<file path="config.mk">
export PLATFORM = sky130hd
export DESIGN_NAME = lcd_capture
export DESIGN_NICKNAME = d
export VERILOG_FILES = /design/src/rtl/ppu_pkg.sv /design/src/rtl/pixel_packer.sv /design/src/rtl/lcd_capture.sv
export SDC_FILE = /design/constraint.sdc
export NUM_CORES = 1
export LEC_CHECK = 0
export ABC_AREA = 0
export CORE_UTILIZATION = 40
export CTS_BUF_LIST = sky130_fd_sc_hd__clkbuf_8
export CTS_CLUSTER_DIAMETER = 40
export DETAILED_ROUTE_END_ITERATION = 8
export PLACE_DENSITY = 0.69
export SETUP_SLACK_MARGIN = 0.5
export SLEW_MARGIN = 20
export SYNTH_ARGS = -nofsm -noshare
export SYNTH_HDL_FRONTEND = slang
export SYNTH_SLANG_ARGS = --single-unit
</file>
<file path="constraint.sdc">
create_clock -name clk -period 3.5 [get_ports clk]
set_clock_uncertainty 0.15 [all_clocks]
set_input_delay 1.05 -clock clk [delete_from_list [all_inputs] [get_ports clk]]
set_output_delay 1.05 -clock clk [all_outputs]
set_load 0.03 [all_outputs]
</file>
<file path="src/rtl/ppu_pkg.sv">
// ppu_pkg: shared capture FSM states and LCD geometry
package ppu_pkg;
  typedef enum logic [1:0] {WAIT_FRAME, WAIT_LINE, ACTIVE} cap_state_t;
  localparam int LCD_W_DEF = 160;
  localparam int LCD_H_DEF = 144;
  localparam int BYTES_PER_LINE = LCD_W_DEF / 4;
  localparam int OFF_W = 13;
  function automatic int bytes_per_line(input int w);
    return w / 4;
  endfunction
endpackage

</file>
<file path="src/rtl/pixel_packer.sv">
// pixel_packer: shifts 2-bit shades MSB-first into a byte, flags the 4th pixel
module pixel_packer (
  input  logic       clk,
  input  logic       rst_n,
  input  logic       clr,
  input  logic       shift,
  input  logic [1:0] color,
  output logic [7:0] pk_byte,
  output logic       ready
);
  logic [5:0] sr;
  logic [1:0] cnt;
  assign pk_byte = {sr, color};
  assign ready = shift & (cnt == 2'd3);
  always_ff @(posedge clk) begin
    if (!rst_n || clr) begin
      sr  <= '0;
      cnt <= '0;
    end else if (shift) begin
      sr  <= {sr[3:0], color};
      cnt <= cnt + 2'd1;
    end
  end
endmodule

</file>
<file path="src/rtl/lcd_capture.sv">
// lcd_capture: captures a 2-bit LCD pixel stream into a double-buffered framebuffer
module lcd_capture
  import ppu_pkg::*;
#(
  parameter int LCD_W = LCD_W_DEF,
  parameter int LCD_H = LCD_H_DEF
) (
  input  logic        clk,
  input  logic        rst_n,
  input  logic        lcd_hsync,
  input  logic        lcd_vsync,
  input  logic        lcd_pixel,
  input  logic [1:0]  lcd_color,
  output logic [13:0] fb_addr,
  output logic [7:0]  fb_d_wr,
  output logic        fb_write,
  output logic        disp_bank,
  output logic        frame_done,
  output logic        err,
  input  logic        err_clr
);
  localparam int XW = $clog2(LCD_W + 1);
  localparam int YW = $clog2(LCD_H + 1);
  localparam logic [XW-1:0] X_MAX = XW'(LCD_W);
  localparam logic [YW-1:0] Y_MAX = YW'(LCD_H);
  localparam logic [OFF_W-1:0] BPL = OFF_W'(bytes_per_line(LCD_W));

  cap_state_t state, state_n;
  logic hs_d, vs_d;
  logic [XW-1:0] x, x_acc;
  logic [YW-1:0] y;
  logic hs_rise, vs_rise, vs_fall;
  logic in_line, start, pix, acc, line_end, frame_end, frame_ok, err_ev, wr;
  logic [7:0] pk_byte;
  logic [OFF_W-1:0] off;

  assign hs_rise = lcd_hsync & ~hs_d;
  assign vs_rise = lcd_vsync & ~vs_d;
  assign vs_fall = ~lcd_vsync & vs_d;

  always_ff @(posedge clk) begin
    if (!rst_n) state <= WAIT_FRAME;
    else state <= state_n;
  end

  always_comb begin
    state_n = (state == WAIT_FRAME) ? (vs_fall ? WAIT_LINE : WAIT_FRAME) :
              frame_end ? WAIT_FRAME :
              line_end ? WAIT_LINE :
              (state == WAIT_LINE && pix) ? ACTIVE : state;
  end

  // a pixel arriving with the hsync edge is accepted before the line closes
  always_comb begin
    in_line   = state != WAIT_FRAME;
    start     = (state == WAIT_FRAME) & vs_fall;
    pix       = in_line & lcd_pixel;
    acc       = pix & (x < X_MAX) & (y < Y_MAX);
    x_acc     = x + XW'(acc);
    line_end  = (state == ACTIVE) & hs_rise;
    frame_end = in_line & vs_rise;
    frame_ok  = frame_end & (y == Y_MAX);
    err_ev    = (pix & ~acc) | (line_end & (x_acc != X_MAX)) | (frame_end & ~frame_ok);
    off       = OFF_W'(y) * BPL + OFF_W'(x >> 2);
  end

  pixel_packer u_packer (
    .clk     (clk),
    .rst_n   (rst_n),
    .clr     (start | line_end),
    .shift   (acc),
    .color   (lcd_color),
    .pk_byte (pk_byte),
    .ready   (wr)
  );

  always_ff @(posedge clk) begin
    if (!rst_n) begin
      hs_d       <= 1'b0;
      vs_d       <= 1'b0;
      x          <= '0;
      y          <= '0;
      fb_write   <= 1'b0;
      fb_addr    <= '0;
      fb_d_wr    <= '0;
      frame_done <= 1'b0;
      disp_bank  <= 1'b0;
      err        <= 1'b0;
    end else begin
      hs_d       <= lcd_hsync;
      vs_d       <= lcd_vsync;
      x          <= (start | line_end) ? '0 : x_acc;
      y          <= start ? '0 : (line_end && y < Y_MAX) ? y + YW'(1) : y;
      fb_write   <= wr;
      fb_addr    <= wr ? {~disp_bank, off} : fb_addr;
      fb_d_wr    <= wr ? pk_byte : fb_d_wr;
      frame_done <= frame_ok;
      disp_bank  <= disp_bank ^ frame_ok;
      err        <= err_ev | (err & ~err_clr);
    end
  end
endmodule

</file>
# [Word-level counts from Yosys, hierarchy flattened]
# Index checks and enable logic that the tools add are counted.
[op_classes] addsub=4 mul=1 n_div=0 n_lt_le_gt_ge=2 n_eq_ne=5 shift=0 n_mux=5 n_bitwise=28 reduce_logical=9
[op_table] op="$lt A8 B8 Y1 const B" n=2
[op_table] op="$and A1 B1 Y1" n=15
[op_table] op="$add A13 B6 Y13" n=1
[op_table] op="$mul A8 B3 Y10 const B" n=1
[op_table] op="$add A8 B1 Y8" n=1
[op_table] op="$add A8 B1 Y8 const B" n=1
[op_table] op="$eq A8 B8 Y1 const B" n=1
[op_table] op="$mux W2" n=4
[op_table] op="$ne A8 B8 Y1 const B" n=1
[op_table] op="$not A1 Y1" n=8
[op_table] op="$eq A2 B2 Y1 const B" n=2
[op_table] op="$or A1 B1 Y1" n=4
[op_table] op="$reduce_bool A4 Y1" n=1
[op_table] op="$reduce_or A2 Y1" n=2
[op_table] op="$add A2 B1 Y2 const B" n=1
[op_table] op="$eq A2 B1 Y1 const B" n=1
[op_table] op="$logic_and A1 B1 Y1" n=2
[op_table] op="$logic_not A2 Y1" n=1
[op_table] op="$reduce_bool A2 Y1" n=1
[op_table] op="$logic_not A1 Y1" n=1
[op_table] op="$logic_or A1 B1 Y1" n=1
[op_table] op="$mux W1" n=1
[op_table] op="$xor A1 B1 Y1" n=1
[word_totals] regBits=54 latchBits=0 ramBits=0 rom_bits=0 input_bits=8 output_inout_bits=26 mem_count=0

# [Longest topological paths before layout]
# Gate-level depths: netlist (run 1).
[logic_depth] depth_word=10 mapped_depth=11 ltp_nobuf=9

# [Cells and area by module]
# Synthesis (run 1) repeated with hierarchy kept, for this count alone.
[unflattened] cells_unflattened=296 area_unflattened_um2=2748.9
[modules_own_cells] module="lcd_capture" instances=1 cells_each=265 area_each_um2=2422.3 seq_area_each_um2=920.9
[modules_own_cells] module="pixel_packer" instances=1 cells_each=31 area_each_um2=326.6 seq_area_each_um2=160.2

# [Worst setup path after synthesis (run 1)]
# Ideal clock, no wire load.
[synth_path] path_kind="input-to-reg" from="input lcd_pixel" to="register err" setup_ps=116 t_arrival_ps=2650 t_required_ps=3234 setup_slack_ps=585 cell_stages=9 path_cell_list="o21a_1 -> nand3_1 -> buf_4 -> clkinv_1 -> ha_1 -> or4_1 -> o21ai_0 -> o2111ai_1 -> a31o_1"
[synth_via] elab_chain_cells=9 word_cells_on_any_way=11 classes_between="add/sub: 1; eq/ne: 1; bitwise: 9"
[synth_lines] item="start, declared" line_no="lcd_capture.sv:12" rtl="input logic lcd_pixel,"
[synth_lines] item="$and A1 B1 Y1 *" line_no="lcd_capture.sv:57" rtl="pix = in_line & lcd_pixel;"
[synth_lines] item="$and A1 B1 Y1 * (2 in a row)" line_no="lcd_capture.sv:58" rtl="acc = pix & (x < X_MAX) & (y < Y_MAX);"
[synth_lines] item="named net acc" line_no="lcd_capture.sv:33" rtl="logic in_line, start, pix, acc, line_end, frame_end, frame_ok, err_ev, wr;"
[synth_lines] item="$add A8 B1 Y8" line_no="lcd_capture.sv:59" rtl="x_acc = x + XW'(acc);"
[synth_lines] item="$ne A8 B8 Y1" line_no="lcd_capture.sv:63" rtl="err_ev = (pix & ~acc) | (line_end & (x_acc != X_MAX)) | (frame_end & ~frame_ok);"
[synth_lines] item="$and A1 B1 Y1" line_no="lcd_capture.sv:63"
[synth_lines] item="$or A1 B1 Y1 * (2 in a row)" line_no="lcd_capture.sv:63"
[synth_lines] item="$or A1 B1 Y1 *" line_no="lcd_capture.sv:99" rtl="err <= err_ev | (err & ~err_clr);"
[synth_lines] item="end signal, assigned" line_no="lcd_capture.sv:99"
[synth_lines] item="end, declared" line_no="lcd_capture.sv:19" rtl="output logic err,"
# The timed path passes the listed nets; every way through them passes the cells marked *.
# A chain may end at the register's enable or synchronous reset.

# [Worst setup path in the final report (run 1)]
[layout_path] from="register y[3]" to="register fb_addr[10]"
[layout_via] elab_chain_cells=3 word_cells_on_any_way=5 classes_between="add/sub: 1; mul: 1; order compare: 1; bitwise: 2"
[layout_lines] item="start, declared" line_no="lcd_capture.sv:31" rtl="logic [YW-1:0] y;"
[layout_lines] item="start signal, assigned" line_no="lcd_capture.sv:93" rtl="y <= start ? '0 : (line_end && y < Y_MAX) ? y + YW'(1) : y;"
[layout_lines] item="branches (longest 3 deep; another with $add A13 B6 Y13)"
[layout_lines] item="end signal, assigned" line_no="lcd_capture.sv:95" rtl="fb_addr <= wr ? {~disp_bank, off} : fb_addr;"
[layout_lines] item="end, declared" line_no="lcd_capture.sv:14" rtl="output logic [13:0] fb_addr,"
# Parallel ways; which one is timed is not known.

==> impl_metrics.ini, run 1 <==
[floorplan]
pin_count = 34
core.rowCount = 30
die_x_um = 85.8
die_h_um = 85.8
start_util_pct = 41.4
fp.coreArea_sq_um = 6790
dieArea_sq_um = 7370

[logic_synthesis]
ys_types = 58
synth_seq_cells = 54
yosysTopAreaCellShare_pct = 38.5
ys.flop_type = dfxtp_1
synth_enable_flop_cells = 0
synth_area_sq_um = 2810
ys_top_cells_by_area = dfxtp_1 (38%), ha_1 (8.9%), nand2_1 (6.5%)
ys_seq_area_share_pct = 38.5
syn_avg_cell_area_sq_um = 8.70
ys_warn_count = 0
postSynthNetCount = 353
async_flop_share_pct = 0
yosysTopAreaCell = dfxtp_1
syn_inst = 323

[sta]
worstMarginPinSlew_ns = 0.594
grt_setup_unrepaired = no
fin_crit_ns = 2.75
relSlewSlack_pct = 59.8
fin_setup_tns_ns = 0
max_freq_mhz = 364
setup_viol = 0
hold_viol = 0
whs_ns = 0.308
drv_slew = 0
timing.final.crit_share_pct = 78.5

[final_layout]
diodes = 0
drive_above_1_share_pct = 10.8
area_growth_pct = 21.3
fin_nets = 390
n_fill_cell = 624

[cts]
ctsRootBufferMaster = clkbuf_8
ctsHtreeMaxLevel = 2
cts_hold_buf = 0
clkTransAtPathRegs_ns = 0.10
cts_made_buffers = 5
clkSinkCount = 54
clk-insertion-delay-late_ns = 0.31
cts_tree = done
cts_buffer_depth = 2

[global_route]
met2_usage_pct = 27.6
grt_usage_pct = 16.7
top_usage_layer = met2
antenna_found_initial = 0
grt_pass1_wl_um = 9890
use_met1_pct = 22.4
grt_pass1_vias = 2182
met3_usage_pct = 2.50
grt_max_degree = 18
overflow = 0

[placed_design]
dp_hpwl_um = 4320
io_buffers = 33
routabilityCongestion = 0.826

[worst_setup_path]
crit_arrival_ns = 2.83
crit_buf_inv = 0
cp_common_cell = ha_1
crit_slowest_cell = fa_1
crit_required_ns = 3.58
cp-end-kind = register
cp_max_fo = 7
path_delay_family = adder cells
critPathLaunchType = register
cp_slowest_stage_delay_ns = 0.56
path_cells = ha_1 -> ha_1 -> fa_1 -> o211a_1 -> o21ai_0 -> nor4b_4 -> xnor2_1 -> a211oi_2
crit_type = reg2reg

[drt]
vias = 2300
routedWlPerCell_um = 12.7
drt-pass1-iter-count = 4
routed_wl_um = 5810
viasPerCell = 5.03
first_iter_violations = 116
route.detailed.drc = 0
ant_nets = 0

[power]
p_leak_uw = 0.00126
power.total_uw = 1050
p_per_area_nw_per_um2 = 307
ir_drop_mv = 0.139

[flow_run]
cap_violations = 0

[worst_hold_path]
min_path_type = reg2reg

[outcome]
status = completed
==> placed cells by master (no fill, tap or decap), drive strengths merged, types with 2 or more instances in the layout <==
cell type      count
dfxtp             54
nand2             49
nor2              38
clkdlybuf4s50     32
a21oi             27
ha                20
xor2              13
xnor2             10
buf               10
inv               10
nand3              9
o21ai              9
a211oi             8
clkbuf             6
nand4              5
nor3b              5
nor2b              4
nand2b             3
and2               3
nor3               3
clkinv             3
and3               2
o21bai             2
o211ai             2
a311oi             2
a31oi              2
or2                2
fa                 2
nor4b              2
or4b               2
nor4               2
==> report_power, final <==
part / leakage, uW / total (uW) / switching (uW) / internal [uW]
clock network: 0.0000514 / 371 / 208 / 163
logic: 0.000773 / 50.8 / 27.9 / 22.9
registers: 0.000437 / 624 / 5.16 / 619
total: 0.00126 / 1050 / 241 / 805
==> logic make-up after synthesis <==
logic type | after synthesis | synth area share (%)
AND/OR/NAND/NOR | 134 | 23.9
XOR/XNOR | 23 | 7.16
flip-flops | 54 | 38.5
buffers and inverters | 24 | 3.83
AO/OA/AOI/OAI | 66 | 16.3
adder cells (fa/ha/maj) | 22 | 10.3
==> worst reg2reg max path: cells and delay by family (launching register included) <==
| family | cells | cell delay [ns] |
|---|---|---|
| simple gates | 1 | 0.38 |
| flops | 1 | 0.42 |
| compound gates | 3 | 0.55 |
| fa+ha+maj | 3 | 1.05 |
| xor+xnor | 1 | 0.13 |
==> sequential cells by signal (all words and copies together) (netlist names) <==
signal        cells
disp_bank         1
err               1
fb_addr          14
fb_d_wr           8
fb_write          1
frame_done        1
hs_d              1
state             2
u_packer.cnt      2
u_packer.sr       6
vs_d              1
x                 8
y                 8
==> per-stage QoR <==
| step | setup slack, ns | cells | instance area (sq um) | util (%) |
|---|---|---|---|---|
| global placement | 0.168 | 447 | 3260 | 47.9 |
| floorplan | 0.585 | 323 | 2810 | - |
| finish | 0.752 | 457 | 3410 | 50.2 |
| CTS | 0.514 | 455 | 3360 | 49.5 |
| detailed placement | 0.124 | 447 | 3260 | 47.9 |
| global route | 0.510 | 457 | 3410 | 50.2 |
==> worst paths after layout <==
| check | cells past startpoint | slack (ns) | endpoint | from |
|---|---|---|---|---|
| max | 8 | 0.75 | fb_addr[10] | y[3] |
| min | 2 | 0.31 | fb_d_wr[5] | fb_d_wr[5] |
| max reg2reg | 8 | 0.75 | fb_addr[10] | y[3] |
| min reg2reg | 2 | 0.31 | fb_d_wr[5] | fb_d_wr[5] |
==> cell type report <==
class / count / area [sq um] / share of cell area (%)
clock inverter: 2 / 17.5 / 0.514
multi-input combinational: 245 / 1660 / 48.6
sequential: 54 / 1080 / 31.8
clock buffer: 6 / 82.6 / 2.42
timing repair buffer: 43 / 408 / 12.0
inverter: 11 / 41.3 / 1.21
tap: 96 / 120 / 3.52
==> cell usage after synthesis (2+ instances only) <==
| master | number |
|---|---|
| fa_1 | 2 |
| a31oi_1 | 2 |
| nand3_1 | 9 |
| ha_1 | 20 |
| buf_2 | 8 |
| nor2_1 | 36 |
| clkbuf_1 | 2 |
| and2_1 | 3 |
| buf_4 | 2 |
| nor2b_1 | 4 |
| dfxtp_1 | 54 |
| a211oi_1 | 5 |
| nand4_1 | 5 |
| nand2b_1 | 3 |
| or2_2 | 2 |
| o21bai_1 | 2 |
| and3_1 | 2 |
| a311oi_1 | 2 |
| nor4_1 | 2 |
| o21ai_0 | 8 |
| nor2_2 | 2 |
| nand2_1 | 49 |
| clkinv_1 | 2 |
| a211oi_2 | 3 |
| xor2_1 | 13 |
| nor3_1 | 2 |
| nor3b_1 | 4 |
| o211ai_1 | 2 |
| inv_1 | 9 |
| xnor2_1 | 10 |
| a21oi_1 | 27 |
==> layer usage <==
layer | vias to the layer above | share of wire, %
met1 | 1056 | 50
met3 | 6 | 2.9
li1 | 1193 | -
met5 | - | 0
met2 | 45 | 45
met4 | 0 | 1.5
==> timing repair <==
action / 4_1_cts / 5_1_grt
resized for setup: 1 / 9
pin swaps: 1 / 3
endpoints found under the setup margin: 1 / 5
buffers inserted: 0 / 2
(Power assumes the default switching activity.)
==> run 2, diff against run 1 <==
--- a/config.mk
+++ b/config.mk
@@ -10,7 +10,7 @@
 export CTS_BUF_LIST = sky130_fd_sc_hd__clkbuf_8
 export CTS_CLUSTER_DIAMETER = 40
 export DETAILED_ROUTE_END_ITERATION = 8
-export PLACE_DENSITY = 0.69
+export PLACE_DENSITY = 0.71
 export SETUP_SLACK_MARGIN = 0.5
 export SLEW_MARGIN = 20
 export SYNTH_ARGS = -nofsm -noshare
==> constraint.sdc (replaced) <==
create_clock -name clk -period 2.3 [get_ports clk]
set_clock_uncertainty 0.15 [all_clocks]
set_input_delay 0.69 -clock clk [delete_from_list [all_inputs] [get_ports clk]]
set_output_delay 0.69 -clock clk [all_outputs]
set_load 0.03 [all_outputs]
==> run 2 against run 1 <==
Count of clock-buffer cells in the layout down 1. First-iteration DRC count down 16%. Critical path type unchanged. The flow now finishes with violations (setup timing). Non-clock buffer count up 57. Die area unchanged.
==> impl_metrics.ini, run 2 (synthesis gave the netlist of run 1 again) <==
[sta]
setup_viol = 5
setup_ws_ns = -0.121
hold_viol = 0
grt_setup_unrepaired = yes
max_freq_mhz = 413
drv_slew = 0
fin_crit_ns = 2.42
relSlewSlack_pct = 73.1
timing.final.crit_share_pct = 105
whs_ns = 0.319
worstMarginPinSlew_ns = 0.403

[power]
clkPwrFrac_pct = 35.2
ir_drop_mv = 0.248
power.internal_uw = 1210
pwr-share-seq_pct = 58.2
power.total_uw = 1620
switching_share_pct = 25.3
p_per_area_nw_per_um2 = 376
p_leak_uw = 0.00168
p_switching_uw = 409
pwr-share-comb_pct = 6.6

[floorplan]
die_x_um = 85.8
die_h_um = 85.8
pin_count = 34
dieArea_sq_um = 7370
start_util_pct = 41.4
core.rowCount = 30
fp.coreArea_sq_um = 6790

[drt]
drt-pass1-iter-count = 4
vias = 2671
ant_nets = 0
routed_wl_um = 7820
first_iter_violations = 97
route.detailed.drc = 0
viasPerCell = 5.20
routedWlPerCell_um = 15.2

[final_layout]
top_register = fb_addr
largest_reg_flops = 14
finish.utilization_pct = 63.4
drive_above_1_share_pct = 46.7
finalInstanceArea_sq_um = 4310
multiInputGateArea_sq_um = 2110
final_cell_mix = dfxtp_1 (47), buf_4 (45), nand2_1 (33), nor2_1 (29), buf_2 (22)
regArea_sq_um = 1100
area_growth_pct = 53.3
n_fill_cell = 522
fin_nets = 447
final_common_cell = dfxtp_1
diodes = 0

[global_route]
grt_pass1_vias = 2572
grt_usage_pct = 20.1
antenna_found_initial = 0
grt_max_degree = 24
grt_pass1_wl_um = 11700
overflow = 0

[cts]
ctsRootBufferMaster = clkbuf_8
clkTransAtPathRegs_ns = 0.11
cts_tree = done
clkSinkCount = 54
ctsHtreeMaxLevel = 2
cts_buffer_depth = 2
cts_made_buffers = 5
clk-insertion-delay-late_ns = 0.32

[flow_run]
cap_violations = 0

[placed_design]
dp_hpwl_um = 4840
io_buffers = 33
routabilityCongestion = 0.836
dpl_cell_area_sq_um = 3690

[worst_setup_path]
crit_required_ns = 2.39
critPathLaunchType = register
rrSetupSlack_ns = -0.12
crit_arrival_ns = 2.51
cp-end-kind = register
crit_type = reg2reg
cp_max_fo = 3

[worst_hold_path]
min_path_type = reg2reg

[outcome]
violations = setup timing
status = complete, but fails checks
## run 2: per-layer routing
layer	GRT usage [%]	routed length, um
met1	23.1	3120
met2	37.0	4260
met3	3.08	209
met4	8.48	243
met5	0	0
## run 2: final timing paths
kind	from	to	depth (start not counted)
setup / recovery	y[3]	fb_addr[12]	8
hold / removal	u_packer.sr[5]	u_packer.sr[5]	2
setup reg to reg	y[3]	fb_addr[12]	8
hold reg to reg	u_packer.sr[5]	u_packer.sr[5]	2
## run 2: timing repair
action	CTS	global route
hold endpoints to repair	0	0
gates cloned	0	1
hold buffers	0	0
endpoints found under the setup margin	76	45
pin swaps	12	45
resized for setup	146	100
setup buffers	7	14
## run 2: per-stage QoR
step | TNS (ns) | worst slack [ns] | cells
finish | -0.414 | -0.121 | 514
global route | -0.980 | -0.243 | 514
CTS | -0.258 | -0.101 | 499
detailed placement | -4.94 | -0.445 | 484
global placement | -3.83 | -0.365 | 484
floorplan | -0.00318 | -0.00318 | 323
## run 2: critical path: stages, from the launching register on
cell	delay (ns)
dfxtp_4	0.38
ha_4	0.24
ha_4	0.16
fa_2	0.56
o211a_1	0.17
o21ai_2	0.09
nor4b_4	0.29
a311oi_1	0.14
a211oi_1	0.16
## run 2: final cells by class
class / count / area share [%]
Multi-Input combinational cell: 245 / 49.0
Sequential cell: 54 / 25.5
Timing Repair Buffer: 100 / 19.2
Tap cell: 96 / 2.79
Clock buffer: 5 / 1.60
Inverter: 11 / 1.31
Clock inverter: 3 / 0.610
## run 2: power by group through the flow
stage	clock network, uW	logic [uW]	registers, uW
floorplan	0	48.3	966
global placement	0	94.2	965
finish	570	106	943
CTS	576	96.1	943
detailed placement	0	95.5	965
global route	605	115	944
